[src/rtl/edit_field_ctrl.sv]
// Editing-cursor controller for the clock/date/chrono display.
// Turns four synchronized button levels into a mode/field state machine.
// Drives blinking highlight flags and inc/dec/commit strobes, with
// auto-repeat on held up/down.
//
// state   | meaning
// --------+----------------------------------------------
// S_IDLE  | not editing, all flags off, up/down/next ignored
// S_HORA  | editing time fields H/M/S
// S_FECHA | editing date fields D/M/A
// S_CRONO | editing chrono fields H/M/S
module edit_field_ctrl #(
  parameter int BLINK_DIV   = 12_500_000,
  parameter int REPEAT_DLY  = 12_500_000,
  parameter int REPEAT_RATE = 2_500_000
) (
  input  logic       clk,
  input  logic       reset_n,
  input  logic       btn_mode,
  input  logic       btn_next,
  input  logic       btn_up,
  input  logic       btn_down,
  output logic       edit_active,
  output logic [1:0] group_sel,
  output logic [1:0] field_sel,
  output logic       bandera_Hhora,
  output logic       bandera_Mhora,
  output logic       bandera_Shora,
  output logic       bandera_Dfecha,
  output logic       bandera_Mfecha,
  output logic       bandera_Afecha,
  output logic       bandera_Hcrono,
  output logic       bandera_Mcrono,
  output logic       bandera_Scrono,
  output logic       inc_pulse,
  output logic       dec_pulse,
  output logic       commit_pulse
);

  localparam int BLINK_W = (BLINK_DIV > 1) ? $clog2(BLINK_DIV) : 1;
  localparam int RPT_MAX = (REPEAT_DLY > REPEAT_RATE) ? REPEAT_DLY : REPEAT_RATE;
  localparam int RPT_W   = (RPT_MAX > 1) ? $clog2(RPT_MAX) : 1;
  localparam logic [BLINK_W-1:0] BLINK_LAST = BLINK_W'(BLINK_DIV - 1);
  localparam logic [RPT_W-1:0]   DLY_LAST   = RPT_W'(REPEAT_DLY - 1);
  localparam logic [RPT_W-1:0]   RATE_LAST  = RPT_W'(REPEAT_RATE - 1);

  typedef enum logic [1:0] {
    S_IDLE  = 2'd0,
    S_HORA  = 2'd1,
    S_FECHA = 2'd2,
    S_CRONO = 2'd3
  } state_t;

  // button bit order: 0 mode, 1 next, 2 up, 3 down
  state_t               r_state;
  logic [1:0]           r_field;
  logic [3:0]           r_btn_s;
  logic [3:0]           r_btn_q;
  logic [BLINK_W-1:0]   r_blink_cnt;
  logic                 r_blink_on;
  logic [RPT_W-1:0]     r_rpt_cnt;
  logic                 r_rpt_act;
  logic                 r_rpt_rate;
  logic                 r_rpt_dn;
  logic                 r_next_pend;
  logic [8:0]           r_flags;
  logic                 r_inc;
  logic                 r_dec;
  logic                 r_commit;
  logic                 r_edit;

  logic [3:0]           w_rise;
  logic                 w_edit;
  logic                 w_both;
  logic                 w_inc;
  logic                 w_dec;
  logic                 w_strobe;
  logic                 w_commit;
  logic [RPT_W-1:0]     w_rpt_cnt_nxt;
  logic                 w_rpt_act_nxt;
  logic                 w_rpt_rate_nxt;
  logic                 w_rpt_dn_nxt;
  state_t               w_state_nxt;
  logic [1:0]           w_field_nxt;
  logic                 w_pend_nxt;
  logic                 w_reload;
  logic [BLINK_W-1:0]   w_blink_cnt_nxt;
  logic                 w_blink_on_nxt;
  logic [3:0]           w_base;
  logic [3:0]           w_idx;
  logic [8:0]           w_flags_nxt;

  // Event decode, repeat timing, next state/field, blink and flag selection
  always_comb begin
    w_rise         = r_btn_s & ~r_btn_q;
    w_edit         = (r_state != S_IDLE);
    w_both         = r_btn_s[2] & r_btn_s[3];
    w_inc          = 1'b0;
    w_dec          = 1'b0;
    w_rpt_cnt_nxt  = r_rpt_cnt;
    w_rpt_act_nxt  = r_rpt_act;
    w_rpt_rate_nxt = r_rpt_rate;
    w_rpt_dn_nxt   = r_rpt_dn;

    // A mode rise discards up/down, and a both-pressed chord holds the counter at 0.
    if (!w_edit || w_rise[0] || w_both) begin
      w_rpt_act_nxt  = 1'b0;
      w_rpt_cnt_nxt  = '0;
      w_rpt_rate_nxt = 1'b0;
    end else if (w_rise[2] || w_rise[3]) begin
      w_inc          = w_rise[2];
      w_dec          = w_rise[3];
      w_rpt_act_nxt  = 1'b1;
      w_rpt_cnt_nxt  = '0;
      w_rpt_rate_nxt = 1'b0;
      w_rpt_dn_nxt   = w_rise[3];
    end else if (r_rpt_act && (r_rpt_dn ? r_btn_s[3] : r_btn_s[2])) begin
      if (r_rpt_cnt == (r_rpt_rate ? RATE_LAST : DLY_LAST)) begin
        w_inc          = ~r_rpt_dn;
        w_dec          = r_rpt_dn;
        w_rpt_cnt_nxt  = '0;
        w_rpt_rate_nxt = 1'b1;
      end else begin
        w_rpt_cnt_nxt = r_rpt_cnt + 1'b1;
      end
    end else begin
      w_rpt_act_nxt  = 1'b0;
      w_rpt_cnt_nxt  = '0;
      w_rpt_rate_nxt = 1'b0;
    end
    w_strobe = w_inc | w_dec;

    w_state_nxt = r_state;
    w_field_nxt = r_field;
    w_pend_nxt  = r_next_pend;
    w_commit    = 1'b0;
    if (w_rise[0]) begin
      case (r_state)
        S_IDLE:  w_state_nxt = S_HORA;
        S_HORA:  w_state_nxt = S_FECHA;
        S_FECHA: w_state_nxt = S_CRONO;
        default: w_state_nxt = S_IDLE;
      endcase
      w_field_nxt = 2'd0;
      w_pend_nxt  = 1'b0;
      w_commit    = w_edit;
    end else if (w_edit && (w_rise[1] || r_next_pend)) begin
      // A strobe in the same cycle must still address the old field,
      // so the advance waits one cycle.
      if (w_strobe) begin
        w_pend_nxt = 1'b1;
      end else begin
        w_field_nxt = (r_field == 2'd2) ? 2'd0 : r_field + 2'd1;
        w_pend_nxt  = 1'b0;
      end
    end

    w_reload = (w_state_nxt != r_state) || (w_field_nxt != r_field) || w_strobe;
    if (w_reload) begin
      w_blink_cnt_nxt = '0;
      w_blink_on_nxt  = 1'b1;
    end else if (r_blink_cnt == BLINK_LAST) begin
      w_blink_cnt_nxt = '0;
      w_blink_on_nxt  = ~r_blink_on;
    end else begin
      w_blink_cnt_nxt = r_blink_cnt + 1'b1;
      w_blink_on_nxt  = r_blink_on;
    end

    case (w_state_nxt)
      S_HORA:  w_base = 4'd0;
      S_FECHA: w_base = 4'd3;
      default: w_base = 4'd6;
    endcase
    w_idx       = w_base + {2'b00, w_field_nxt};
    w_flags_nxt = '0;
    if (w_state_nxt != S_IDLE && w_field_nxt != 2'd3)
      w_flags_nxt[w_idx] = w_blink_on_nxt;
  end

  // State, counters and all registered outputs
  always_ff @(posedge clk or negedge reset_n) begin
    if (!reset_n) begin
      r_state     <= S_IDLE;
      r_field     <= 2'd0;
      r_btn_s     <= '0;
      r_btn_q     <= '0;
      r_blink_cnt <= '0;
      r_blink_on  <= 1'b1;
      r_rpt_cnt   <= '0;
      r_rpt_act   <= 1'b0;
      r_rpt_rate  <= 1'b0;
      r_rpt_dn    <= 1'b0;
      r_next_pend <= 1'b0;
      r_flags     <= '0;
      r_inc       <= 1'b0;
      r_dec       <= 1'b0;
      r_commit    <= 1'b0;
      r_edit      <= 1'b0;
    end else begin
      r_btn_s     <= {btn_down, btn_up, btn_next, btn_mode};
      r_btn_q     <= r_btn_s;
      r_state     <= w_state_nxt;
      r_field     <= w_field_nxt;
      r_next_pend <= w_pend_nxt;
      r_blink_cnt <= w_blink_cnt_nxt;
      r_blink_on  <= w_blink_on_nxt;
      r_rpt_cnt   <= w_rpt_cnt_nxt;
      r_rpt_act   <= w_rpt_act_nxt;
      r_rpt_rate  <= w_rpt_rate_nxt;
      r_rpt_dn    <= w_rpt_dn_nxt;
      r_flags     <= w_flags_nxt;
      r_inc       <= w_inc;
      r_dec       <= w_dec;
      r_commit    <= w_commit;
      r_edit      <= (w_state_nxt != S_IDLE);
    end
  end

  assign edit_active    = r_edit;
  assign group_sel      = r_state;
  assign field_sel      = r_field;
  assign inc_pulse      = r_inc;
  assign dec_pulse      = r_dec;
  assign commit_pulse   = r_commit;
  assign bandera_Hhora  = r_flags[0];
  assign bandera_Mhora  = r_flags[1];
  assign bandera_Shora  = r_flags[2];
  assign bandera_Dfecha = r_flags[3];
  assign bandera_Mfecha = r_flags[4];
  assign bandera_Afecha = r_flags[5];
  assign bandera_Hcrono = r_flags[6];
  assign bandera_Mcrono = r_flags[7];
  assign bandera_Scrono = r_flags[8];

endmodule
[config.mk]
export PLATFORM = sky130hd
export DESIGN_NAME = edit_field_ctrl
export DESIGN_NICKNAME = d
export VERILOG_FILES = /design/src/rtl/edit_field_ctrl.sv
export SDC_FILE = /design/constraint.sdc
export NUM_CORES = 1
export LEC_CHECK = 0
export CORE_ASPECT_RATIO = 2
export CORE_MARGIN = 1.5
export CORE_UTILIZATION = 34
export DETAILED_ROUTE_END_ITERATION = 6
export GPL_TIMING_DRIVEN = 0
export PLACE_DENSITY = 0.62
export SYNTH_ARGS = -nofsm -noshare
export SYNTH_HDL_FRONTEND = slang
export SYNTH_SLANG_ARGS = --single-unit
[constraint.sdc]
create_clock -name clk -period 7 [get_ports clk]
set_input_delay 1.75 -clock clk [delete_from_list [all_inputs] [get_ports clk]]
set_output_delay 1.75 -clock clk [all_outputs]
set_load 0.01 [all_outputs]
==> flow_metrics.tcl <==
set metrics [dict create \
    outcome "completed" \
    cts_hold_buf 0 \
    start_util 0.350 \
    cp_data_arrival_time_ps 4020 \
    clockBufferDepth 2 \
    synth_ff_type "dfrtp_1" \
    clk_pin_slew_worst_paths_ps 60 \
    die_y_um 153 \
    synthMuxAreaShare 0 \
    drive_gt1_frac 0.0978 \
    die_area_sq_um 11900 \
    synth_top_area_share 0.504 \
    synth-compound-area-share 0.0598 \
    gr-usage-met3 0.0346 \
    ys_seq_elements 78 \
    slew_viol_final 0 \
    insertion_delay_ps 330 \
    first_iter_violations 110 \
    die_w_um 78.0 \
    dp_hpwl_mm 5.68 \
    core_area_sq_um 10900 \
    cts_buffers 9 \
    routedWlPerCell_um 13.9 \
    crit_slowest_cell "dfrtp_1" \
    met2_usage 0.251 \
    fin_crit_sh 0.540 \
    synth_edf_count 0 \
    syn_area_per_cell_sq_um 10.3 \
    drc 0 \
    grt_use_total 0.139 \
    ir_drop_mv 0.151 \
    synth_top_family_by_area "simple AND/OR/NAND/NOR gates" \
    vias_per_cell 4.98 \
    dr_total_vias 2735 \
    gr-total-overflow 0 \
    layout.cells.non_filler 549 \
    dp.cells 533 \
    syn_nets 385 \
    met1_usage 0.145 \
    worst_pin_slew_ps 629 \
    crit_type "register to register" \
    synthCells 370 \
    wl_mm 7.62 \
    finClkSkew_ps 5.99 \
    row_count 54 \
    yosysTopAreaCell "dfrtp_1" \
    crit_path_end_kind "register" \
    cts_setup_buffers 0 \
    critPathLaunchType "register" \
    path_buf_inv 3 \
    synth_fa_ha_area_frac 0.0314 \
    drv_cap 0 \
    cts_tree "done" \
    fin_crit_ps 3780 \
    synth_xor_area_frac 0.103 \
    relSlewSlack 0.578 \
    area_delta_synth_final_pct 19.4 \
    antenna_found_initial 0 \
    diodes 0 \
    io_buffers 22 \
    synthesis.area_sq_um 3830 \
    cts.htree.levels 3 \
    ant_nets 0 \
    hold_viol 0 \
    grt_pass1_wl_mm 13.1 \
    final-setup-viol-count 0 \
    fin_nets 419 \
    yosys_warnings 0 \
    cp_max_fo 7 \
    fin_setup_tns_ps 0 \
    fmax_ghz 0.265 \
    cts_sinks 78 \
    grt_max_degree 73 \
    synth.distinct_cells 57 \
    leakage_nw 1.89 \
    critical_path.top_delay_family "simple AND/OR/NAND/NOR gates" \
    dr.pass1.iters 4 \
    crit_required_ps 7240 \
    rsz0062_at_grt "false" \
    final_common_cell "dfrtp_1" \
    async_flop_share 1.00 \
    path_cells "inv_1 > ha_1 > nand2b_1 > a2111oi_4 > and4b_1 > buf_4 > o21ai_0 > a21oi_1 > ha_1 > inv_1 > fa_1 > or2_2 > nor2_1 > a32oi_1 > nor4b_2" \
    final_cell_mix "dfrtp_1, nor2_1, nand2_1, xor2_1, nand3_1" \
    min_path_type "register to register" \
    seq_area_frac_synth 0.510 \
    post_synth_and_or_nand_nor_area_fraction 0.262 \
    powerDensity_nw_per_um2 316 \
    max_stage_delay_ps 420 \
    ys_top_cells_by_area "dfrtp_1, nor2_1, xor2_1" \
    clock-root-buffer "clkbuf_16" \
    busiest_layer "met2" \
    gp_congestion 0.800 \
    num_io_pins 23 \
    grt_pass1_vias 2779 \
    cts_resized 0 \
]
## per-layer routing
metal	share of wire	wire length, um	up-vias
met5	0	0	-
met4	0.032	244	0
met3	0.021	162	19
met2	0.56	4270	37
met1	0.39	2940	1345
li1	-	-	1334
## final cells by class
type,count,area (sq um)
clock inverter,7,97.6
multi-input combinational,265,1750
clock buffer,9,225
sequential,78,1950
tap,140,175
fill,1077,6380
buffer,9,60.1
timing repair buffer,23,245
inverter,18,67.6
## report_power, final
group / switching, W / total (W) / leakage (nW) / internal (W)
logic: 0.000229 / 0.000411 / 0.680 / 0.000182
clock network: 0.000188 / 0.000501 / 0.152 / 0.000313
registers: 0.0000341 / 0.000531 / 1.05 / 0.000497
## cells by family after synthesis
family	Yosys count
xor gates and xnor gates	45
buffers and inverters	27
DFF	78
adders and majority gates	9
and+or+nand+nor	184
AOI/OAI and AO/OA	27
## through the flow
step | util | worst slack (ps) | total power, W | hold WS (ps) | area, sq um
after floorplan | - | 3580 | 0.000815 | 347 | 3830
final | 0.417 | 3220 | 0.00144 | 364 | 4570
after global routing | 0.417 | 3020 | 0.00152 | 371 | 4570
after detailed placement | 0.388 | 3240 | 0.000957 | 360 | 4250
after CTS | 0.417 | 3200 | 0.00147 | 368 | 4570
after global placement | 0.386 | 1430 | 0.000945 | 360 | 4220
## path summary, 6_finish.rpt
path | from | endpoint | slack, ps | depth (start not counted)
worst max-delay path | group_sel[0] | r_flags[3] | 3220 | 15
worst min-delay path | r_btn_s[1] | r_btn_q[1] | 360 | 0
worst max register to register | group_sel[0] | r_flags[3] | 3220 | 15
worst min register to register | r_btn_s[1] | r_btn_q[1] | 360 | 0
max in group asynchronous | reset_n | r_blink_on | 5180 | 2
min in group asynchronous | reset_n | r_blink_cnt[13] | 1230 | 1
## registers in the layout, indices dropped and copies added, names as in the netlist, 2 cells and up
register / flops
r_blink_cnt: 24
r_btn_q: 4
r_flags: 9
r_rpt_cnt: 24
group_sel: 2
r_btn_s: 4
field_sel: 2
## cells in the mapped netlist, types with 3 or more instances
cell and count:
dfrtp_1 77, nor2_1 62, nand2_1 27, xor2_1 26
nand3_1 23, xnor2_1 19, inv_1 18, nor3_1 15
ha_1 8, a21oi_1 6, and4_1 6, nand4_1 6
and2_1 4, buf_2 4, nor2b_1 4, and3_1 3
nand2b_1 3, nand4b_1 3, nor3b_1 3, nor4_1 3
o21ai_0 3, or2_2 3
(Power assumes the default switching activity.)
